==> src/rtl/turfio_pkg.sv <==
// Shared definitions for the TURFIO bank sequencer: the per-bank state encoding,
// the register map, and the field offsets used by both the bus decode and the FSMs.
package turfio_pkg;

    typedef enum logic [2:0] {
        ST_IDLE      = 3'd0,
        ST_MMCM_RST  = 3'd1,
        ST_WAIT_LOCK = 3'd2,
        ST_IDC_RST   = 3'd3,
        ST_WAIT_RDY  = 3'd4,
        ST_BANK_RST  = 3'd5,
        ST_DONE      = 3'd6
    } bank_state_t;

    // Word addresses, taken from wb_adr_i[13:2]
    localparam logic [11:0] ADDR_CONTROL = 12'd0;
    localparam logic [11:0] ADDR_STATUS  = 12'd1;

    localparam int CTRL_MMCM_LSB  = 0;
    localparam int CTRL_IDC_LSB   = 8;
    localparam int CTRL_BANK_LSB  = 16;
    localparam int CTRL_START_LSB = 24;

    localparam int STAT_LOCK_LSB  = 0;
    localparam int STAT_RDY_LSB   = 8;
    localparam int STAT_READY_LSB = 16;
    localparam int STAT_TMO_LSB   = 24;
    localparam int STAT_LOST_LSB  = 28;

    // One shared counter times both the reset pulses and the wait timeouts.
    function automatic int cnt_width(input int rst_cycles, input int timeout_cycles);
        int m;
        m = (rst_cycles > timeout_cycles) ? rst_cycles : timeout_cycles;
        return $clog2(m);
    endfunction

endpackage

==> src/rtl/turfio_bank_fsm.sv <==
// One bank's reset sequencer: MMCM reset, wait for lock, IDELAYCTRL reset, wait for
// ready, bank reset, then hold in DONE while lock and ready stay up.
module turfio_bank_fsm
    import turfio_pkg::*;
#(
    parameter int RST_CYCLES     = 16,
    parameter int TIMEOUT_CYCLES = 65536,
    parameter     WBCLKTYPE      = "NONE"
) (
    input  logic clk_i,
    input  logic rst_i,
    input  logic start_i,
    input  logic locked_i,
    input  logic rdy_i,
    input  logic man_mmcm_rst_i,
    input  logic man_idc_rst_i,
    input  logic man_bank_rst_i,
    output logic mmcm_rst_o,
    output logic idc_rst_o,
    output logic bank_rst_o,
    output logic ready_o,
    output logic timeout_o,
    output logic lock_lost_o
);

    localparam int CNT_W = cnt_width(RST_CYCLES, TIMEOUT_CYCLES);
    localparam logic [CNT_W-1:0] RST_LAST = CNT_W'(RST_CYCLES - 1);
    localparam logic [CNT_W-1:0] TMO_LAST = CNT_W'(TIMEOUT_CYCLES - 1);

    bank_state_t      state_q, state_d;
    logic [CNT_W-1:0] cnt_q, cnt_d;
    logic             timeout_q, timeout_d;
    logic             lost_q, lost_d;
    logic             mmcm_rst_d, idc_rst_d, bank_rst_d, ready_d;

    (* CUSTOM_CC_SRC = WBCLKTYPE *) logic mmcm_rst_q;
    (* CUSTOM_CC_SRC = WBCLKTYPE *) logic idc_rst_q;
    (* CUSTOM_CC_SRC = WBCLKTYPE *) logic bank_rst_q;
    (* CUSTOM_CC_SRC = WBCLKTYPE *) logic ready_q;

    always_comb begin
        state_d   = state_q;
        cnt_d     = cnt_q;
        timeout_d = 1'b0;
        lost_d    = 1'b0;
        case (state_q)
            ST_IDLE: begin
                if (start_i) begin
                    state_d = ST_MMCM_RST;
                    cnt_d   = '0;
                end
            end
            ST_MMCM_RST: begin
                if (cnt_q == RST_LAST) begin
                    state_d = ST_WAIT_LOCK;
                    cnt_d   = '0;
                end else begin
                    cnt_d = cnt_q + 1'b1;
                end
            end
            ST_WAIT_LOCK: begin
                if (locked_i) begin
                    state_d = ST_IDC_RST;
                    cnt_d   = '0;
                end else if (cnt_q == TMO_LAST) begin
                    state_d   = ST_IDLE;
                    cnt_d     = '0;
                    timeout_d = 1'b1;
                end else begin
                    cnt_d = cnt_q + 1'b1;
                end
            end
            ST_IDC_RST: begin
                if (cnt_q == RST_LAST) begin
                    state_d = ST_WAIT_RDY;
                    cnt_d   = '0;
                end else begin
                    cnt_d = cnt_q + 1'b1;
                end
            end
            ST_WAIT_RDY: begin
                if (rdy_i) begin
                    state_d = ST_BANK_RST;
                    cnt_d   = '0;
                end else if (cnt_q == TMO_LAST) begin
                    state_d   = ST_IDLE;
                    cnt_d     = '0;
                    timeout_d = 1'b1;
                end else begin
                    cnt_d = cnt_q + 1'b1;
                end
            end
            ST_BANK_RST: begin
                if (cnt_q == RST_LAST) begin
                    state_d = ST_DONE;
                    cnt_d   = '0;
                end else begin
                    cnt_d = cnt_q + 1'b1;
                end
            end
            ST_DONE: begin
                // Loss of lock/ready outranks a simultaneous restart request.
                if (!locked_i || !rdy_i) begin
                    state_d = ST_IDLE;
                    lost_d  = 1'b1;
                end else if (start_i) begin
                    state_d = ST_MMCM_RST;
                    cnt_d   = '0;
                end
            end
            default: begin
                state_d = ST_IDLE;
                cnt_d   = '0;
            end
        endcase

        // Outputs are decoded from the next state so they register in step with it.
        mmcm_rst_d = man_mmcm_rst_i | (state_d == ST_MMCM_RST);
        idc_rst_d  = man_idc_rst_i  | (state_d == ST_IDC_RST);
        bank_rst_d = man_bank_rst_i | (state_d == ST_BANK_RST);
        ready_d    = (state_d == ST_DONE);
    end

    always_ff @(posedge clk_i) begin
        if (rst_i) begin
            state_q    <= ST_IDLE;
            cnt_q      <= '0;
            timeout_q  <= 1'b0;
            lost_q     <= 1'b0;
            mmcm_rst_q <= 1'b0;
            idc_rst_q  <= 1'b0;
            bank_rst_q <= 1'b0;
            ready_q    <= 1'b0;
        end else begin
            state_q    <= state_d;
            cnt_q      <= cnt_d;
            timeout_q  <= timeout_d;
            lost_q     <= lost_d;
            mmcm_rst_q <= mmcm_rst_d;
            idc_rst_q  <= idc_rst_d;
            bank_rst_q <= bank_rst_d;
            ready_q    <= ready_d;
        end
    end

    assign mmcm_rst_o  = mmcm_rst_q;
    assign idc_rst_o   = idc_rst_q;
    assign bank_rst_o  = bank_rst_q;
    assign ready_o     = ready_q;
    assign timeout_o   = timeout_q;
    assign lock_lost_o = lost_q;

endmodule

==> src/rtl/turfio_bank_seq.sv <==
// WISHBONE-controlled power-up sequencer for NUM_BANKS I/O banks: synchronizes the
// MMCM/IDELAYCTRL status, exposes CONTROL/STATUS registers and runs one FSM per bank.
module turfio_bank_seq
    import turfio_pkg::*;
#(
    parameter int NUM_BANKS      = 2,
    parameter int RST_CYCLES     = 16,
    parameter int TIMEOUT_CYCLES = 65536,
    parameter     WBCLKTYPE      = "NONE"
) (
    input  logic                 clk_i,
    input  logic                 rst_i,
    input  logic                 wb_cyc_i,
    input  logic                 wb_stb_i,
    input  logic                 wb_we_i,
    input  logic [14:0]          wb_adr_i,
    input  logic [3:0]           wb_sel_i,
    input  logic [31:0]          wb_dat_i,
    output logic [31:0]          wb_dat_o,
    output logic                 wb_ack_o,
    output logic                 wb_err_o,
    output logic                 wb_rty_o,
    input  logic [NUM_BANKS-1:0] mmcm_locked_i,
    input  logic [NUM_BANKS-1:0] idelayctrl_rdy_i,
    output logic [NUM_BANKS-1:0] mmcm_rst_o,
    output logic [NUM_BANKS-1:0] idelayctrl_rst_o,
    output logic [NUM_BANKS-1:0] bank_rst_o,
    output logic [NUM_BANKS-1:0] bank_ready_o
);

    (* ASYNC_REG = "TRUE" *) logic [NUM_BANKS-1:0] locked_meta_q;
    (* ASYNC_REG = "TRUE" *) logic [NUM_BANKS-1:0] locked_sync_q;
    (* ASYNC_REG = "TRUE" *) logic [NUM_BANKS-1:0] rdy_meta_q;
    (* ASYNC_REG = "TRUE" *) logic [NUM_BANKS-1:0] rdy_sync_q;

    logic [NUM_BANKS-1:0] man_mmcm_q, man_mmcm_d;
    logic [NUM_BANKS-1:0] man_idc_q,  man_idc_d;
    logic [NUM_BANKS-1:0] man_bank_q, man_bank_d;
    logic [NUM_BANKS-1:0] tmo_flag_q, tmo_flag_d;
    logic [NUM_BANKS-1:0] lost_flag_q, lost_flag_d;

    (* CUSTOM_CC_SRC = WBCLKTYPE *) logic        ack_q;
    (* CUSTOM_CC_SRC = WBCLKTYPE *) logic [31:0] dat_q;
    logic        ack_d;
    logic [31:0] dat_d;

    logic                 access, ctrl_wr, stat_wr;
    logic [11:0]          word;
    logic [31:0]          rdata;
    logic [NUM_BANKS-1:0] start, tmo_clr, lost_clr;
    logic [NUM_BANKS-1:0] fsm_timeout, fsm_lost;

    logic unused_bits;
    assign unused_bits = ^{wb_adr_i[1:0], wb_dat_i};

    always_comb begin
        // ack_q blocks a second access while the current one is being acknowledged.
        access  = wb_cyc_i & wb_stb_i & ~wb_adr_i[14] & ~ack_q;
        word    = wb_adr_i[13:2];
        ctrl_wr = access & wb_we_i & (word == ADDR_CONTROL);
        stat_wr = access & wb_we_i & (word == ADDR_STATUS);

        man_mmcm_d = man_mmcm_q;
        man_idc_d  = man_idc_q;
        man_bank_d = man_bank_q;
        start      = '0;
        tmo_clr    = '0;
        lost_clr   = '0;

        if (ctrl_wr && wb_sel_i[CTRL_MMCM_LSB/8])
            man_mmcm_d = wb_dat_i[CTRL_MMCM_LSB +: NUM_BANKS];
        if (ctrl_wr && wb_sel_i[CTRL_IDC_LSB/8])
            man_idc_d = wb_dat_i[CTRL_IDC_LSB +: NUM_BANKS];
        if (ctrl_wr && wb_sel_i[CTRL_BANK_LSB/8])
            man_bank_d = wb_dat_i[CTRL_BANK_LSB +: NUM_BANKS];
        if (ctrl_wr && wb_sel_i[CTRL_START_LSB/8])
            start = wb_dat_i[CTRL_START_LSB +: NUM_BANKS];
        if (stat_wr && wb_sel_i[STAT_TMO_LSB/8])
            tmo_clr = wb_dat_i[STAT_TMO_LSB +: NUM_BANKS];
        if (stat_wr && wb_sel_i[STAT_LOST_LSB/8])
            lost_clr = wb_dat_i[STAT_LOST_LSB +: NUM_BANKS];

        // A set pulse in the same cycle as a clear keeps the flag.
        tmo_flag_d  = (tmo_flag_q  & ~tmo_clr)  | fsm_timeout;
        lost_flag_d = (lost_flag_q & ~lost_clr) | fsm_lost;

        rdata = '0;
        if (word == ADDR_CONTROL) begin
            rdata[CTRL_MMCM_LSB +: NUM_BANKS] = man_mmcm_q;
            rdata[CTRL_IDC_LSB  +: NUM_BANKS] = man_idc_q;
            rdata[CTRL_BANK_LSB +: NUM_BANKS] = man_bank_q;
        end else if (word == ADDR_STATUS) begin
            rdata[STAT_LOCK_LSB  +: NUM_BANKS] = locked_sync_q;
            rdata[STAT_RDY_LSB   +: NUM_BANKS] = rdy_sync_q;
            rdata[STAT_READY_LSB +: NUM_BANKS] = bank_ready_o;
            rdata[STAT_TMO_LSB   +: NUM_BANKS] = tmo_flag_q;
            rdata[STAT_LOST_LSB  +: NUM_BANKS] = lost_flag_q;
        end

        ack_d = access;
        dat_d = (access && !wb_we_i) ? rdata : '0;
    end

    always_ff @(posedge clk_i) begin
        if (rst_i) begin
            locked_meta_q <= '0;
            locked_sync_q <= '0;
            rdy_meta_q    <= '0;
            rdy_sync_q    <= '0;
            man_mmcm_q    <= '0;
            man_idc_q     <= '0;
            man_bank_q    <= '0;
            tmo_flag_q    <= '0;
            lost_flag_q   <= '0;
            ack_q         <= 1'b0;
            dat_q         <= '0;
        end else begin
            locked_meta_q <= mmcm_locked_i;
            locked_sync_q <= locked_meta_q;
            rdy_meta_q    <= idelayctrl_rdy_i;
            rdy_sync_q    <= rdy_meta_q;
            man_mmcm_q    <= man_mmcm_d;
            man_idc_q     <= man_idc_d;
            man_bank_q    <= man_bank_d;
            tmo_flag_q    <= tmo_flag_d;
            lost_flag_q   <= lost_flag_d;
            ack_q         <= ack_d;
            dat_q         <= dat_d;
        end
    end

    assign wb_ack_o = ack_q & wb_cyc_i;
    assign wb_dat_o = dat_q;
    assign wb_err_o = 1'b0;
    assign wb_rty_o = 1'b0;

    for (genvar gi = 0; gi < NUM_BANKS; gi++) begin : g_bank
        turfio_bank_fsm #(
            .RST_CYCLES     (RST_CYCLES),
            .TIMEOUT_CYCLES (TIMEOUT_CYCLES),
            .WBCLKTYPE      (WBCLKTYPE)
        ) u_fsm (
            .clk_i          (clk_i),
            .rst_i          (rst_i),
            .start_i        (start[gi]),
            .locked_i       (locked_sync_q[gi]),
            .rdy_i          (rdy_sync_q[gi]),
            .man_mmcm_rst_i (man_mmcm_q[gi]),
            .man_idc_rst_i  (man_idc_q[gi]),
            .man_bank_rst_i (man_bank_q[gi]),
            .mmcm_rst_o     (mmcm_rst_o[gi]),
            .idc_rst_o      (idelayctrl_rst_o[gi]),
            .bank_rst_o     (bank_rst_o[gi]),
            .ready_o        (bank_ready_o[gi]),
            .timeout_o      (fsm_timeout[gi]),
            .lock_lost_o    (fsm_lost[gi])
        );
    end

endmodule

==> config.mk <==
export PLATFORM = sky130hd
export DESIGN_NAME = turfio_bank_seq
export DESIGN_NICKNAME = d
export VERILOG_FILES = /design/src/rtl/turfio_pkg.sv /design/src/rtl/turfio_bank_fsm.sv /design/src/rtl/turfio_bank_seq.sv
export SDC_FILE = /design/constraint.sdc
export NUM_CORES = 1
export LEC_CHECK = 0
export ABC_AREA = 1
export CAP_MARGIN = 20
export CORE_MARGIN = 10
export CORE_UTILIZATION = 50
export DETAILED_ROUTE_END_ITERATION = 7
export PLACE_DENSITY = 0.84
export SLEW_MARGIN = 20
export SYNTH_ARGS = -nofsm -noshare
export SYNTH_HDL_FRONTEND = slang
export SYNTH_SLANG_ARGS = --single-unit
==> constraint.sdc <==
create_clock -name clk_i -period 1.8 [get_ports clk_i]
set_input_delay 0.36 -clock clk_i [delete_from_list [all_inputs] [get_ports clk_i]]
set_output_delay 0.36 -clock clk_i [all_outputs]
set_load 0.02 [all_outputs]
==> results summary, run 1 <==
The share of the yosys chip area belonging to registers came out at 36.2%. The setup slack on the worst flop-to-flop path came out at roughly 0.11 ns. The floorplan step set the die width to 113 um.

STA classifies the critical path startpoint as a primary input. The top-level port count came out at 103. For this run, the leading register cell type out of synthesis is dfxtp_1. The maximum VDD drop came out at around 0.00039 V. The maximum fanout count along the critical path is 6.

The run finished with clean final reports. The worst setup margin came out at between 0.05 and 0.06 ns. The number of cells produced by synthesis came out at ~670. After detailed routing, the average wire length per cell comes to 14.0 um.

The initialized floorplan defines 34 standard-cell rows. The count of state elements after synthesis is between 70 and 80. Among cell families on the critical path, the largest total delay comes from simple AND/OR/NAND/NOR gates. In this run the worst setup path terminates at g_bank[0].u_fsm.cnt_q[8]. The number of flops mapped to enable cells by yosys came out at 0.

Entering global routing, the biggest net connects 29 pins. The power density over cell area is 595 nW/um^2. Timing analysis after detailed placement gives a worst setup slack of -0.407 ns. The worst register-to-register path ends at g_bank[1].u_fsm.cnt_q[3].

The total CTS buffers came out at 9. The leakage dissipation came out at about 0.0024 uW. The critical path capture point type is a flop.

The number of antenna violations at the first check in global routing came out at 0. The final wirelength came out at 12300 um. The number of synthesis warnings is 0.

The TritonCTS clock tree is built. The share of final-layout standard cells stronger than drive strength 1 is between 15 and 20%. The startpoint identified for the worst register-to-register timing path is g_bank[1].u_fsm.state_q[0]. The floorplan core area is between 8000 and 9000 sq um. The detailed-route DRC error count came out at 0. The count of H-tree levels built during CTS is 3.

The count of buffers inserted at the top-level ports came out at 54. In this run, distinct cell masters in the synthesized netlist total 39. The global placement routability congestion is between 0.9 and 1. The aggregate global routing overflow is 0. The final count of hold timing violations is 0. In the routed layout, each cell is associated on average with a via count of 5.25.

The worst hold path belongs to the class flop to flop. The total setup violations reported at the end of the flow came out at 0. The classification of the worst setup path is primary input to flop. STA puts the critical path data required time at 2.06 ns. The register area is 1600 sq um. After the first detailed-routing iteration, the DRC count stood at between 200 and 300.

The starting utilization of the core area is 50.8%. The final antenna diode count came out at 0. Data on the critical path arrives at its endpoint at roughly 2 ns. The routed layout has approximately 4600 vias. The number of inserted filler cells in the final layout came out at approximately 710. The critical path crosses 13 cells after its start point. The worst hold slack came out at 0.393 ns.

The cell with the biggest individual delay on the critical path is clkdlybuf4s50_1. The register clock-pin slew on the reported worst setup and hold paths came out at 0.09 ns. The cell count of the worst hold path is 2. The number of search-and-repair iterations in the first detailed-routing pass is 5. The die covers 12900 sq um. The final cell count without fillers came out at ~900. The placed cell count is 850.

The minimum clock period is approximately 1.7 ns. For the worst flop-to-flop path, the logic depth is 9. By instance count, the cell type seen most on the critical path is nand2_1.

After synthesis the cells add up to between 4000 and 5000 sq um. The post-layout net count is slightly above 800. Clock skew on the completed layout was measured at about 0.015 ns. The critical path buffer and inverter count came out at 3. Once detail routing completed, the nets flagged for antenna violations numbered 0. The count of max-cap constraint violations came out at 0. The launching element of the worst setup path is wb_adr_i[9]. The cell sitting at the root of the clock tree is a clkbuf_8. The maximum cell stage delay along the critical path came out at between 0.4 and 0.5 ns. The half-perimeter wire length after placement is 8960 um. The tree built by TritonCTS fans out to ~80 sinks. The multi-input gate area in the final layout came out at ~2400 sq um. The number of global-route vias before repair was between 4000 and 5000.

The total track usage is about 17%. The first-pass GRT wire length came out at between 15000 and 20000 um. The final clock period utilization by the worst path is ~97%. The proportion of register bits with asynchronous set or reset after synthesis is 0%. The die height came out at around 110 um. The highest clock rate came out at ~0.57 GHz. Walking the worst path, the cells encountered are clkdlybuf4s50_1 > nor2_1 > nand2_1 > nor2_4 > nand2_2 > nor2_1 > nand3_1 > nand2_4 > buf_12 > buf_4 > nand2_1 > nand2_1 > a21boi_1. For the worst-skew pair, the clock arrives at the later sink with an insertion delay of roughly 0.36 ns.

The per-instance average area after synthesis is around 6.5 sq um. The final total negative setup slack came out at 0 ns. No sink is reached through more buffers than the 2 on the longest clock path. Compared with the post-synthesis result, the final layout area differs by 29.4%. The final max-slew violation count came out at 0.
-- stage by stage --
| step | instance area [sq um] | total power (uW) | utilization, % |
|---|---|---|---|
| 2_1_floorplan | 4460 | 2010 | - |
| 3_3_place_gp | 5160 | 2120 | 60.0 |
| 3_5_place_dp | 5160 | 2130 | 60.0 |
| 4_1_cts | 5340 | 3330 | 62.2 |
| 5_1_grt | 5650 | 3500 | 65.8 |
| 6_report | 5650 | 3370 | 65.8 |
-- cell usage after synthesis (3+ instances only) --
cell type | number | area share (%)
a31oi_1 | 3 | 0.43
nor3_1 | 12 | 1.4
buf_4 | 33 | 5.7
dfxtp_1 | 79 | 36
inv_1 | 92 | 7.9
nand2_1 | 142 | 12
nor2_1 | 114 | 9.8
inv_2 | 7 | 0.60
clkbuf_1 | 5 | 0.43
nor2_4 | 4 | 1.0
o22ai_1 | 8 | 1.1
nor3_2 | 3 | 0.69
nand2_2 | 6 | 0.86
a21oi_1 | 34 | 3.9
nor2_2 | 4 | 0.57
o21ai_0 | 18 | 2.1
o21ai_1 | 6 | 0.69
nand4_1 | 19 | 2.7
nand3_1 | 58 | 6.6
-- area by class of cell --
| class | count | share of cell area, % |
|---|---|---|
| flip-flops and latches | 79 | 28.2 |
| multi-input cells | 476 | 41.8 |
| clock inverters | 7 | 0.996 |
| repair buffers | 100 | 17.8 |
| clock buffers | 9 | 2.19 |
| well taps | 108 | 2.39 |
| inverters | 99 | 6.66 |
-- layout by cell type (no fill, tap or decap), types with 8 or more instances in the layout --
| cell type | count |
|---|---|
| a21oi_1 | 32 |
| nor3_1 | 12 |
| o21ai_0 | 16 |
| clkdlybuf4s50_1 | 47 |
| nand2_2 | 8 |
| dfxtp_2 | 11 |
| buf_4 | 37 |
| clkbuf_8 | 9 |
| o22ai_1 | 8 |
| conb_1 | 24 |
| nand2_1 | 138 |
| dfxtp_1 | 68 |
| nand3_1 | 53 |
| inv_1 | 91 |
| nand4_1 | 19 |
| nor2_2 | 12 |
| nor2_1 | 104 |
-- worst min-delay path by stage --
stage,start,endpoint,slack [ns]
after global placement,rdy_meta_q[0],rdy_sync_q[0],0.40
final,rdy_meta_q[0],rdy_sync_q[0],0.39
after global routing,rdy_meta_q[0],rdy_sync_q[0],0.42
after detailed placement,rdy_meta_q[1],rdy_sync_q[1],0.40
after floorplan,locked_meta_q[0],locked_sync_q[0],0.39
after CTS,rdy_meta_q[0],rdy_sync_q[0],0.40
-- metal layers --
layer	global-route usage (%)	share of wire [%]	up-vias
met5	0	0	-
met3	4.30	8.2	24
met4	6.35	1.7	0
li1	-	-	2275
met1	19.6	40	2114
met2	30.5	50	197
-- where the power goes --
part | internal, uW | switching, uW | total (uW)
sequential | 1760 | 13.7 | 1780
clock | 512 | 716 | 1230
combinational | 166 | 198 | 364
total | 2440 | 928 | 3370
-- tightest hold or removal path, stage by stage (launching register included) --
cell and delay (ns):
dfxtp_1 0.30, inv_1 0.04, nor2_1 0.03
-- cell families (layout without fill, tap and decap cells) --
logic type | after synthesis | in the layout | share of synthesized area (%)
fa+ha+maj | 2 | 2 | 0.573
xor+xnor | 1 | 1 | 0.200
buf+inv | 140 | 215 | 15.1
simple gates | 371 | 371 | 37.9
compound gates | 77 | 78 | 9.97
flops | 79 | 79 | 36.2
other cells | 1 | 24 | 0.0858
-- sequential cells by signal, summed over array words and instances (netlist names) --
name,flops
ack_q,1
g_bank.u_fsm.bank_rst_o,2
g_bank.u_fsm.cnt_q,32
g_bank.u_fsm.idc_rst_o,2
g_bank.u_fsm.lock_lost_o,2
g_bank.u_fsm.mmcm_rst_o,2
g_bank.u_fsm.ready_o,2
g_bank.u_fsm.state_q,6
g_bank.u_fsm.timeout_o,2
locked_meta_q,2
locked_sync_q,2
lost_flag_q,2
man_bank_q,2
man_idc_q,2
man_mmcm_q,2
rdy_meta_q,2
rdy_sync_q,2
tmo_flag_q,2
wb_dat_o,10
-- what timing repair did --
action                                  in CTS  in global routing
pin swaps                                    0                 24
buffers inserted                             0                  9
endpoints found under the setup margin       4                 44
gates cloned                                 0                  3
gates resized for setup                      4                 55
hold buffers                                 0                  0
(Power assumes the default switching activity.)
==> run 2, diff against run 1 <==
--- a/config.mk
+++ b/config.mk
@@ -15,3 +15,4 @@
 export SYNTH_ARGS = -nofsm -noshare
 export SYNTH_HDL_FRONTEND = slang
 export SYNTH_SLANG_ARGS = --single-unit
+export TNS_END_PERCENT = 1
==> run 2 against run 1 <==
Effect of this change: core utilization shrank 2.4 points; wire length decreased by 7.2%; via count shrank 2.8%; non-clock buffer count shrank 8; largest cell class unchanged; flip-flop and latch count unchanged; largest power group unchanged; power shrank 1.3%; cell area down 3.6%; combinational power decreased by 12%; clock skew barely moved; setup slack worse by 0.0085 ns; critical endpoint is now g_bank[1].u_fsm.cnt_q[3]; maximum frequency down 0.48%; count of clock-buffer cells in the layout is the same.
==> results summary, run 2 (synthesis results as in run 1) <==
The run finished with clean final reports. The leakage dissipation is 0.00229 uW. The detailed-route DRC error count came out at 0. The pre-antenna-repair detailed-routing pass consisted of 6 iterations. The wire length per cell came out at about 13 um. The number of cell instances on the worst register-to-register path is 11. The number of antenna violations at the first check in global routing came out at 0. The library cells used most frequently in the layout, excluding fill and tap cells, are nand2_1, nor2_1, inv_1. The final antenna diode count came out at 0. With fillers left out, the area of the finished cells amounts to roughly 5500 sq um. The half-perimeter wire length after placement came out at between 8000 and 9000 um. The placed cell count is 850.

From synthesis to final layout, the design area changed by 24.7%. The number of hold-repair buffers added at the cts stage is 0. The TritonCTS clock tree is built. The terminus of the critical flop-to-flop path is g_bank[1].u_fsm.bank_rst_o. The number of buffers between clock root and the deepest sink came out at 2. The sink count of the clock tree is around 80. The minimum clock period is between 1.5 and 2 ns. The number of global-route vias before repair is approximately 4400.

The worst setup path is captured at a flop. At the later pin of the worst-skew pair, clock insertion delay measures between 0.3 and 0.4 ns. The total setup violations reported at the end of the flow came out at 0. Counting buffers and inverters, the worst setup path is 13 cells deep. For met3 alone, demand over resource in global routing was under 10%. The top-level port count is 103.

The critical path buffer and inverter count is 3. Counting stages on the worst path, the most repeated cell is nor2_1. Final hold analysis gives a worst-case slack of slightly below 0.4 ns. The final count of hold timing violations is 0. The congestion estimate from routability-driven global placement came to around 0.9. Broken down by cell family, the worst path's largest delay share belongs to simple AND/OR/NAND/NOR gates. The total track usage is between 15 and 20%.

The highest clock rate came out at 0.571 GHz. The starting utilization of the core area is between 50 and 60%. The tool flagged a number of max-cap violations equal to 0.

STA classifies the critical path startpoint as a primary input. The floorplan core area is roughly 8600 sq um. The worst hold path begins at rdy_meta_q[0]. The met1 track utilization from global routing came out at 19.7%. The min-delay analysis places its worst path in the category flop to flop. For this design the ratio of total power to cell area is roughly 610 nW/um^2. The met2 usage came out at between 30% and 40%. The number of inserted filler cells in the final layout came out at 740. The die outline width came out at about 110 um. The share of final-layout standard cells stronger than drive strength 1 is 14.1%. The global routing's busiest layer is met2. The die height is about 110 um. The maximum cell stage delay along the critical path is 0.40 ns. The library cell used most frequently in the layout, excluding fill and tap cells, is nand2_1.

Entering global routing, the biggest net connects 29 pins. The startpoint identified for the worst register-to-register timing path is g_bank[1].u_fsm.cnt_q[1]. The maximum fanout count along the critical path came out at 5. The end of the critical path is g_bank[1].u_fsm.cnt_q[3]. Along the worst hold path, the cell count comes to 2. The first global-routing pass estimated between 15000 and 20000 um of wire.

The final cell count without fillers is between 800 and 900. The average vias per placed instance is just over 5. The clock arrives with approximately 0.016 ns of skew. The final wirelength is 11400 um. The final max-slew violation count was 0. The maximum VDD drop is around 0.00039 V. Setup repair after global routing could not meet its margin everywhere. The remaining antenna violation count is 0. The post-layout net count came out at just over 800.

The total CTS buffers is 9. The register clock-pin slew on the reported worst setup and hold paths came out at roughly 0.09 ns. The setup slack on the worst flop-to-flop path is about 0.07 ns.

For the final routed database, the setup TNS stands at 0 ns. The full die area is about 13000 sq um. The count of buffers inserted at the top-level ports is 54. For this run the aggregate overflow at the end of global routing stands at 0.

The most critical setup path has its startpoint at wb_adr_i[9]. The H-tree was split into 3 levels. The signal arrival time at the worst endpoint is just over 2 ns. Once placement finished, the instance area stood at approximately 5200 sq um. For this block, the via count after detailed routing is 4479.

Counting flops per register, the top entry is g_bank.u_fsm.cnt_q. The number of flip-flops in the largest register is 32. For this block, the initial DRC count from the detailed router was between 200 and 250. The final clock period utilization by the worst path is between 90% and 100%.

The largest individual stage delay along the critical path comes from the cell clkdlybuf4s50_1. The worst setup path is of the primary input to flop kind. In this run the clock root is driven by a clkbuf_8.

At the worst endpoint, the required time is between 2 and 2.5 ns. Traced cell by cell, the critical path runs through clkdlybuf4s50_1 > nor2_1 > nand2_1 > nor2_4 > nand2_2 > nor3_2 > nand2_1 > nand2_2 > inv_2 > buf_4 > nor2_1 > nor2_1 > nor2_1. The number of core rows is 34.
-- run 2: what timing repair did --
action                                  CTS  global route
endpoints found under the setup margin    4            44
pin swaps                                 0             7
gates resized for setup                   3            27
buffers inserted                          0             3
-- run 2: how the worst min path moves through the flow --
stage / to / slack (ns)
floorplan: locked_sync_q[0] / 0.39
finish: rdy_sync_q[0] / 0.39
detailed placement: rdy_sync_q[1] / 0.40
global placement: rdy_sync_q[0] / 0.40
CTS: rdy_sync_q[0] / 0.40
global route: rdy_sync_q[0] / 0.42
-- run 2: cell type report --
class | instances | area, sq um | share of cell area (%)
multi-input combinational | 475 | 2300 | 42.1
clock inverter | 7 | 56.3 | 1.03
clock buffer | 9 | 124 | 2.27
tap | 108 | 135 | 2.48
sequential | 79 | 1590 | 29.2
inverter | 99 | 372 | 6.82
timing repair buffer | 92 | 877 | 16.1
-- run 2: tightest hold or removal path, stage by stage, from the launching register on --
cell and delay, ns:
dfxtp_1 0.30, inv_1 0.04, nor2_1 0.03
-- run 2: power by group --
part	switching, uW	internal (uW)	total [uW]
Sequential	13.1	1760	1770
Clock	717	512	1230
Combinational	180	143	322
Total	910	2410	3320
-- run 2: per-layer routing --
metal,routed length [um],up-vias
li1,-,2259
met1,4710,2033
met2,5710,165
met3,827,22
met4,189,0
met5,0,-
-- run 2: per-stage QoR --
step,power (uW),setup slack (ns),utilization (%)
floorplan,2010,0.209,-
global placement,2120,-0.338,60.0
detailed placement,2130,-0.407,60.0
CTS,3330,-0.00980,62.1
global route,3460,-0.0732,63.4
finish,3320,0.0485,63.4
==> run 3, diff against run 2 <==
--- a/config.mk
+++ b/config.mk
@@ -10,6 +10,7 @@
 export CORE_MARGIN = 10
 export CORE_UTILIZATION = 50
 export DETAILED_ROUTE_END_ITERATION = 7
+export GPL_TIMING_DRIVEN = 0
 export PLACE_DENSITY = 0.84
 export SLEW_MARGIN = 20
 export SYNTH_ARGS = -nofsm -noshare
==> run 3 against run 2 <==
Effect of this change: global-route usage rose by 0.28 points; largest power group unchanged; critical endpoint is now g_bank[0].u_fsm.cnt_q[11]; sequential share of layout area shrank 0.99 points; final cell count increased by 1.8%; largest cell class unchanged; count of clock-buffer cells in the layout stayed put; critical path depth shrank 1; setup slack worse by 0.019 ns; power up 7.0%; maximum frequency shrank 1.1%; via count hardly changed; wire length is 3.2% higher.
==> results summary, run 3 (synthesis results as in run 1) <==
The run finished with clean final reports. In this run the most used layer during global routing was met2. The kind of launch point of the worst setup path is a primary input. The maximum VDD drop is between 0.0003 and 0.0004 V.

The register area came out at 1600 sq um. The classification of the worst setup path is primary input to flop. The top cell types in the final layout, fill and taps aside, are nand2_1, nor2_1, inv_1.

Setup repair after global routing could not meet its margin everywhere. The number of antenna violations at the first check in global routing came out at 1. The starting DRC count in detailed routing came out at between 200 and 250. At the pin with the least slew margin, the transition time is 0.521 ns. The total CTS buffers is 9. In this run the worst hold path is classified as flop to flop. The cell with the biggest individual delay on the critical path is clkdlybuf4s50_1. The core region is around 8600 sq um. The final max-slew violation count is 0. The maximum fanout count along the critical path came out at 5.

For this run, global-route usage on met1 was measured as approximately a fifth. Cells with a size suffix above 1 make up 17.4% of the layout. The post-placement worst setup slack came out at -0.454 ns.

Setup violations remaining at the end of the flow were counted as 0. The die outline width is 113 um. The kind of cell with the highest combined delay along the critical path is simple AND/OR/NAND/NOR gates. The detailed-route DRC error count came out at 0.

The count of buffers inserted at the top-level ports came out at between 50 and 60. The largest single stage delay on the critical path is between 0.4 and 0.5 ns. The half-perimeter wire length after placement is ~8900 um.

The first-pass GRT wire length came out at 19000 um. The number of buffers between clock root and the deepest sink is 2. The count of H-tree levels built during CTS came out at 3. The number of global-route vias before repair is between 4000 and 5000. The full die area came out at ~13000 sq um.

The aggregate global routing overflow came out at 0. The die height is around 110 um. The floorplan has 34 rows. The final count of hold timing violations came out at 0. The core occupancy in the finished layout came out at between 60 and 70%. Data on the critical path is required at its endpoint by roughly 2.1 ns. Global routing consumed, over all layers together, between 10% and 20% of the routing resources. The sink count of the clock tree is slightly below 80. The critical path buffer and inverter count came out at 4.

The via count is 4477. Data on the critical path arrives at its endpoint at just over 2 ns. The final wirelength came out at about 12000 um.

The post-layout net count is ~830. Fill cells in the final layout number 756. After detailed routing, the average wire length per cell comes to ~13 um. TritonCTS built the clock tree. The final clock period utilization by the worst path came out at a little over nine tenths. The power density over cell area is 629 nW/um^2. Setup slack closes at 0.0292 ns. The remaining antenna violation count came out at 0. The library cell used most frequently in the layout, excluding fill and tap cells, is nand2_1.

The largest net degree at the start of global routing came out at 17. In the global route stage, met2 resource usage came out at between 30 and 40%. The worst hold slack came out at approximately 0.4 ns. The number of search-and-repair iterations in the first detailed-routing pass came out at 4. The initial utilization of the core area, before any placement, comes to ~50%.

The tightest slew margin relative to the limit is between 60% and 70%. The multi-input gate area in the final layout is 2380 sq um. The top-level port count came out at 103. Counting flops per register, the top entry is g_bank.u_fsm.cnt_q.

The global placement routability congestion is 0.931. The critical path goes through clkdlybuf4s50_1 > nand2_1 > inv_1 > nand4_1 > nor2_1 > nand3_1 > nand2_2 > buf_6 > buf_4 > nor2_1 > nor2_1 > nor2_1. The clock tree skew after final layout came out at about 0.012 ns. Based on the critical path, the design can be clocked at up to 0.565 GHz. The smallest clock period supported by the final layout is computed as approximately 1.8 ns.

The worst setup path is captured at a flop. The register clock-pin slew on the reported worst setup and hold paths came out at 0.09 ns. In this run the clock root is driven by a clkbuf_8. The clock latency at the later pin of the worst-skew pair came out at ~0.37 ns. Global routing used under 10% of the available met3 tracks. The cell type with the highest occurrence count on the critical path is nor2_1. The register with the most flip-flops in the layout has 32 of them. The tool flagged a number of max-cap violations equal to 0. The leakage dissipation is 0.00252 uW.

The synthesis-to-layout area growth is 29.5%. After detailed routing, the number of vias per cell comes to around 5.1.
-- run 3: cell count changes in the layout (fill, tap and decap cells not counted), sizes merged --
cell / previous run / this run
clkdlybuf4s50: 52 / 40
clkbuf: 9 / 14
dlymetal6s2s: 1 / 11
clkinvlp: 4 / 0
diode: 0 / 1
inv: 101 / 104
bufinv: 0 / 1
buf: 38 / 50
-- run 3: metrics by stage --
step	cell area, sq um	total power, uW	setup TNS, ns	std cells
after floorplan	4460	2010	0	694
after global placement	5130	2130	-23.14	856
after detailed placement	5130	2140	-24.77	856
after CTS	5390	3550	-0.0371	872
after global routing	5660	3680	-0.123	885
final	5660	3560	0	885
-- run 3: worst paths after layout --
| check | start | slack [ns] | endpoint | depth (start not counted) |
|---|---|---|---|---|
| setup / recovery | wb_cyc_i | 0.03 | g_bank[0].u_fsm.cnt_q[11] | 12 |
| hold / removal | rdy_meta_q[0] | 0.40 | rdy_sync_q[0] | 2 |
| setup reg to reg | g_bank[0].u_fsm.cnt_q[0] | 0.07 | g_bank[0].u_fsm.cnt_q[5] | 12 |
| hold reg to reg | rdy_meta_q[0] | 0.40 | rdy_sync_q[0] | 2 |
-- run 3: report_power, final --
group	total, uW	leakage, uW	internal (uW)	switching (uW)
clock	1430	0.000109	677	751
sequential	1770	0.000643	1760	12.8
combinational	356	0.00177	162	194
total	3560	0.00252	2600	958
-- run 3: what timing repair did --
| item | CTS | global route |
|---|---|---|
| gates cloned | 0 | 2 |
| resized for setup | 14 | 67 |
| hold buffers | 0 | 0 |
| pin swaps | 1 | 22 |
| endpoints found under the setup margin | 46 | 50 |
| setup buffers | 0 | 10 |
-- run 3: layer usage --
metal	share of wire, %	wire length, um
met4	2.2	257
met1	41	4880
met3	6.7	795
met5	0	0
met2	50	5870
-- run 3: cell type report --
| type | instances | share of cell area (%) |
|---|---|---|
| Tap cell | 108 | 2.39 |
| Inverter | 99 | 6.79 |
| Timing Repair Buffer | 66 | 11.5 |
| Buffer | 41 | 5.31 |
| Multi-Input combinational cell | 475 | 42.1 |
| Antenna cell | 1 | 0.0442 |
| Sequential cell | 79 | 28.2 |
| Clock buffer | 9 | 2.19 |
| Clock inverter | 7 | 1.55 |
-- run 3: worst min-delay path: cells and delay by family, from the launching register on --
| kind | cells | cell delay [ns] |
|---|---|---|
| buffers and inverters | 1 | 0.04 |
| DFF | 1 | 0.30 |
| and+or+nand+nor | 1 | 0.03 |
==> RTL edit 1 (config.mk and constraints of run 3) <==
Re-encode `bank_state_t` (7 states) as one-hot, 7 bits wide.
--- a/src/rtl/turfio_pkg.sv
+++ b/src/rtl/turfio_pkg.sv
@@ -4,10 +4,10 @@
 
-    typedef enum logic [2:0] {
-        ST_IDLE      = 3'd0,
-        ST_MMCM_RST  = 3'd1,
-        ST_WAIT_LOCK = 3'd2,
-        ST_IDC_RST   = 3'd3,
-        ST_WAIT_RDY  = 3'd4,
-        ST_BANK_RST  = 3'd5,
-        ST_DONE      = 3'd6
+    typedef enum logic [6:0] {
+        ST_IDLE      = 7'b0000001,
+        ST_MMCM_RST  = 7'b0000010,
+        ST_WAIT_LOCK = 7'b0000100,
+        ST_IDC_RST   = 7'b0001000,
+        ST_WAIT_RDY  = 7'b0010000,
+        ST_BANK_RST  = 7'b0100000,
+        ST_DONE      = 7'b1000000
     } bank_state_t;
Function: same outputs for any inputs over 10 cycles, from zero or initial values and one cycle with rst_i high; not proved beyond that.
==> RTL edit 1 against run 3 <==
  * Design area is 11% higher
  * Highest routed layer unchanged
  * Power rose by 4.7%
  * Critical path type unchanged
  * Clock power about the same
  * Wire length increased by 17%
  * Sequential cell count up 8
  * Worst setup slack lost 26 ps
  * Non-clock buffer count grew 2
  * Area after synthesis grew 14%
  * Core utilization fell by 1.2 points
  * Global-route usage up 0.34 points
==> RTL edit 1: results (changes against run 3) <==
* Status: finished, final reports clean (unchanged)
* DRT Wirelength at 13800 um (was 11800 um)
* Worst R2R Setup Slack at 40 ps (was 70 ps)
* Synth area leaders: dfxtp_1 35%, nand2_1 11%, nand3_1 9.5%, inv_1 9.0%, nor2_1 8.0% (was dfxtp_1 36%, nand2_1 12%, nor2_1 9.8%, inv_1 7.9%, nand3_1 6.6%)
* PostCTS Resize Cnt at 10 (was 14)
* Largest net degree at the start of global routing at 16 (was 17)
* Placed Area at 5760 sq um (was 5130 sq um)
* Count of different cell masters after synthesis at 42 (was 39)
* WP data arrival at 2060 ps (was 2020 ps)
* Antenna diodes at 0 (was 1)
* Worst R2R End: g_bank[0].u_fsm.cnt_q[15] (was g_bank[0].u_fsm.cnt_q[5])
* Hold Path Origin: locked_meta_q[0] (was rdy_meta_q[0])
* Placed cell count at 969 (was 856)
* CTS H-tree depth at 3 (unchanged)
* Commonest cells post-synth: 140 x nand2_1, 119 x inv_1, 106 x nor2_1, 94 x nand3_1, 87 x dfxtp_1 (was 142 x nand2_1, 114 x nor2_1, 92 x inv_1, 79 x dfxtp_1, 58 x nand3_1)
* Synthesized area per cell at 6.54 sq um (was 6.51 sq um)
* Tcrit/Tclk final at 0.998 (was 0.984)
* Worst vdd ir at 0.317 mV (was 0.368 mV)
* Via count at 5081 (was 4477)
* Beginning of the critical path: wb_we_i (was wb_cyc_i)
* Post-CTS setup buffers at 0 (unchanged)
* Sequential-to-total area share from yosys stat at 0.351 (was 0.362)
* WHS Endpoint: locked_sync_q[0] (was rdy_sync_q[0])
* P_int at 2770 uW (was 2600 uW)
* Comb. pwr at 352 uW (was 356 uW)
* Hold WS at 407 ps (was 404 ps)
* ANT nets after route at 0 (unchanged)
* Hold Path Class: register to register (unchanged)
* Root Driver: clkbuf_8 (unchanged)
* Share of power burned in registers at 0.522 (was 0.499)
* Global-route wire length before repair at 21500 um (was 19000 um)
* Clock Power Share at 0.384 (was 0.402)
* Fillers at 835 (was 756)
* Initial antenna violation count at 0 (was 1)
* RePlAce Congestion at 0.937 (was 0.931)
* Clock Pin Slew Worst Setup and Hold Paths at 90 ps (about the same)
* Worst rel slew slack at 0.604 (was 0.653)
* Drt first pass iters at 5 (was 4)
* Layout cell share with drive strength beyond 1 at 0.182 (was 0.174)
* Hold Crit Depth at 2 (unchanged)
* Drt initial violations at 546 (was 245)
* P_leak at 0.00272 uW (was 0.00252 uW)
* Maximum fanout along the worst path at 10 (was 5)
* Avg WL per Cell at 13.8 um (was 13.3 um)
* Reg2reg start: g_bank[0].u_fsm.state_q[1] (was g_bank[0].u_fsm.cnt_q[0])
* Nets@finish at 922 (was 833)
* Crit-path max cell delay at 570 ps (was 480 ps)
* Gr usage total at 0.179 (was 0.176)
* Post-Route Skew at 6.69 ps (was 11.8 ps)
* Pre-CTS setup slack at -494 ps (was -454 ps)
* Hpwl dp at 10000 um (was 8900 um)
* R2R depth at 13 (was 12)
* Vias in the first global route at 4471 (was 4183)
## RTL edit 1: changes by cell type in the layout (fill, tap and decap cells not counted), sizes merged, moves of 4 or more
cell | run 3 | this run
nand4 | 19 | 29
dfxtp | 79 | 87
clkdlybuf4s50 | 40 | 49
dlymetal6s2s | 11 | 2
clkinvlp | 0 | 4
nand3 | 60 | 96
inv | 104 | 126
o21ai | 25 | 32
## RTL edit 1: metal layers
layer / share of wire / wire length [um] / track usage / up-vias
met3: 0.085 / 1170 / 0.0342 / 18
li1: - / - / - / 2575
met5: 0 / 0 / 0 / -
met4: 0.018 / 250 / 0.0754 / 0
met1: 0.45 / 6230 / 0.234 / 2263
met2: 0.45 / 6140 / 0.283 / 225
## RTL edit 1: cell families after synthesis
family,count (synthesis),share of synthesized area
AOI/OAI and AO/OA,80,0.0915
xor gates and xnor gates,3,0.00529
adders and majority gates,2,0.00504
buffers and inverters,170,0.157
DFF,87,0.351
other,1,0.000755
and+or+nand+nor,416,0.389
## RTL edit 1: how the worst max path moves through the flow
stage,endpoint
floorplan,g_bank[1].u_fsm.cnt_q[3]
global placement,g_bank[0].u_fsm.cnt_q[7]
detailed placement,g_bank[0].u_fsm.cnt_q[7]
CTS,g_bank[1].u_fsm.cnt_q[4]
global route,g_bank[0].u_fsm.cnt_q[11]
finish,g_bank[0].u_fsm.cnt_q[13]
## RTL edit 1: final cells by class
class	instances	area (sq um)	area share
clock inverters	6	68.8	0.0109
clock buffers	10	138	0.0219
flip-flops and latches	87	1750	0.279
inverters	127	477	0.0758
multi-input cells	526	2740	0.436
plain buffers	43	315	0.0501
repair buffers	66	629	0.100
well taps	133	166	0.0265
==> RTL edit 2 (config.mk and constraints of run 3) <==
Made on the original files. Set the package constant `CTRL_IDC_LSB` to 9 (it was 8).
--- a/src/rtl/turfio_pkg.sv
+++ b/src/rtl/turfio_pkg.sv
@@ -19,3 +19,3 @@
     localparam int CTRL_MMCM_LSB  = 0;
-    localparam int CTRL_IDC_LSB   = 8;
+    localparam int CTRL_IDC_LSB   = 9;
     localparam int CTRL_BANK_LSB  = 16;
Formal check against the unedited RTL: not equivalent (Yosys sat finds a counterexample within 4 cycles, from zero or initial values and one cycle with rst_i high).
==> RTL edit 2 against run 3 <==
  * The run now ends with negative setup slack left
  * Die area grew 0.61%
  * Cell count grew 1.6%
  * Sequential cell count up 1
  * Highest routed layer unchanged
  * Design area is 1.5% higher
  * Critical path depth shrank 2
  * Power grew 7.0%
  * Clock skew rose by 8.9 ps
  * Wire length grew 3.9%
  * First-iteration DRC count rose by 28%
  * Area after synthesis up 0.74%
  * Via count up 3.6%
  * Worst setup slack lost 43 ps
  * Hold slack lost 7.5 ps
==> RTL edit 2: results (changes against run 3) <==
* Met1 Wirelength at 4720 um (was 4880 um)
* Worst rel slew slack at 0.567 (was 0.653)
* Largest register FFs at 32 (unchanged)
* Setup ws final at -13.4 ps (was 29.2 ps)
* Layout cell share with drive strength beyond 1 at 0.169 (was 0.174)
* Nets@finish at 848 (was 833)
* Fillers at 734 (was 756)
* Cell accounting for the most synthesized area: dfxtp_1 (unchanged)
* Met2 wire len at 6420 um (was 5870 um)
* P_leak at 0.00249 uW (was 0.00252 uW)
* Commonest cells post-synth: 132 x nor2_1, 128 x nand2_1, 96 x inv_1, 80 x dfxtp_1, 56 x nand3_1 (was 142 x nand2_1, 114 x nor2_1, 92 x inv_1, 79 x dfxtp_1, 58 x nand3_1)
* Sequential-to-total area share from yosys stat at 0.364 (was 0.362)
* Startpoint Class: register (was input pin)
* Post-Route Skew at 20.7 ps (was 11.8 ps)
* Synth area leaders: dfxtp_1 36%, nor2_1 11%, nand2_1 11%, inv_1 8.2%, nand3_1 6.4% (was dfxtp_1 36%, nand2_1 12%, nor2_1 9.8%, inv_1 7.9%, nand3_1 6.6%)
* Count of different cell masters after synthesis at 34 (was 39)
* Avg WL per Cell at 13.6 um (was 13.3 um)
* Longest Clk Path Bufs at 2 (unchanged)
* Gr usage total at 0.171 (was 0.176)
* Initial antenna violation count at 0 (was 1)
* Final setup vio count at 1 (was 0)
* Hold Buf Count CTS at 0 (unchanged)
* Worst vdd ir at 0.389 mV (was 0.368 mV)
* Antenna diodes at 0 (was 1)
* Hold WS at 396 ps (was 404 ps)
* Hold Path Class: input pin to register (was register to register)
* RePlAce Congestion at 0.943 (was 0.931)
* Status: finished, violations left (was finished, final reports clean)
* End of the critical path: g_bank[1].u_fsm.mmcm_rst_o (was g_bank[0].u_fsm.cnt_q[11])
* Via count at 4638 (was 4477)
* Failing checks: negative setup slack
* Port Buf Inserts at 55 (was 54)
* Reg2reg start: g_bank[1].u_fsm.cnt_q[1] (was g_bank[0].u_fsm.cnt_q[0])
* Drt first pass iters at 6 (was 4)
* Global-route wire length before repair at 18700 um (was 19000 um)
* Routed met3 length at 849 um (was 795 um)
* Largest net degree at the start of global routing at 16 (was 17)
-- RTL edit 2: changes by cell type in the layout (fill, tap and decap cells not counted), moves of 5 or more --
cell / run 3 / this run
nand2_2: 11 / 5
nor2_2: 6 / 13
nor2_1: 107 / 124
nor3_1: 11 / 16
nand2_1: 135 / 125
xor2_1: 0 / 5
o21ai_1: 10 / 5
-- RTL edit 2: how the worst min path moves through the flow --
stage,startpoint,end,depth (start not counted)
finish,wb_cyc_i,ack_q,5
CTS,locked_meta_q[0],locked_sync_q[0],2
floorplan,locked_meta_q[0],locked_sync_q[0],2
global placement,rdy_meta_q[1],rdy_sync_q[1],2
global route,locked_meta_q[1],locked_sync_q[1],2
detailed placement,rdy_meta_q[1],rdy_sync_q[1],2
-- RTL edit 2: cell type report --
| type | instances | area share |
|---|---|---|
| clock buffer | 9 | 0.0216 |
| multi-input combinational | 479 | 0.410 |
| buffer | 39 | 0.0486 |
| timing repair buffer | 73 | 0.124 |
| inverter | 104 | 0.0689 |
| tap | 108 | 0.0235 |
| clock inverter | 7 | 0.0218 |
| sequential | 80 | 0.281 |
-- RTL edit 2: per-stage QoR --
stage / TNS [ps] / util / instances / worst slack, ps / instance area, sq um
floorplan: 0 / - / 701 / 223 / 4480
global placement: -17160 / 0.599 / 864 / -360 / 5170
detailed placement: -19830 / 0.599 / 864 / -399 / 5170
CTS: -54.7 / 0.632 / 881 / -16.9 / 5460
global route: -1580 / 0.665 / 899 / -108 / 5740
finish: -13.4 / 0.665 / 899 / -13.4 / 5740
-- RTL edit 2: worst max-delay path, stage by stage (launching register included) --
cell     delay [ps]
dfxtp_4         380
ha_4            160
inv_2            50
nor2_4          150
buf_4           140
nand4_1         150
o21ai_2         200
nand2_1          90
nor2_2          170
nand3_1         120
a21oi_1         140
-- RTL edit 2: power breakdown --
group          switching (uW)  internal [uW]  leakage [uW]
Sequential               16.1           1780      0.000650
Clock                     739            939      0.000125
Combinational             180            149       0.00172
Total                     936           2870       0.00249
-- RTL edit 2: repair_timing --
action / 4_1_cts / 5_1_grt
endpoints found under the setup margin: 15 / 56
pin swaps: 2 / 23
gates cloned: 0 / 2
resized for setup: 10 / 47
buffers inserted: 1 / 16
-- RTL edit 2: metal layers --
layer  global-route usage  vias to the layer above
li1                     -                     2310
met1                0.189                     2107
met2                0.311                      192
met3               0.0383                       29
met4               0.0643                        0
met5                    0                        -
-- RTL edit 2: cell families after synthesis --
group,count (synthesis),share of synthesized area
AOI/OAI and AO/OA,63,0.0762
xor gates and xnor gates,5,0.00995
adders and majority gates,2,0.00568
buffers and inverters,143,0.151
DFF,80,0.364
other,1,0.000852
and+or+nand+nor,385,0.393
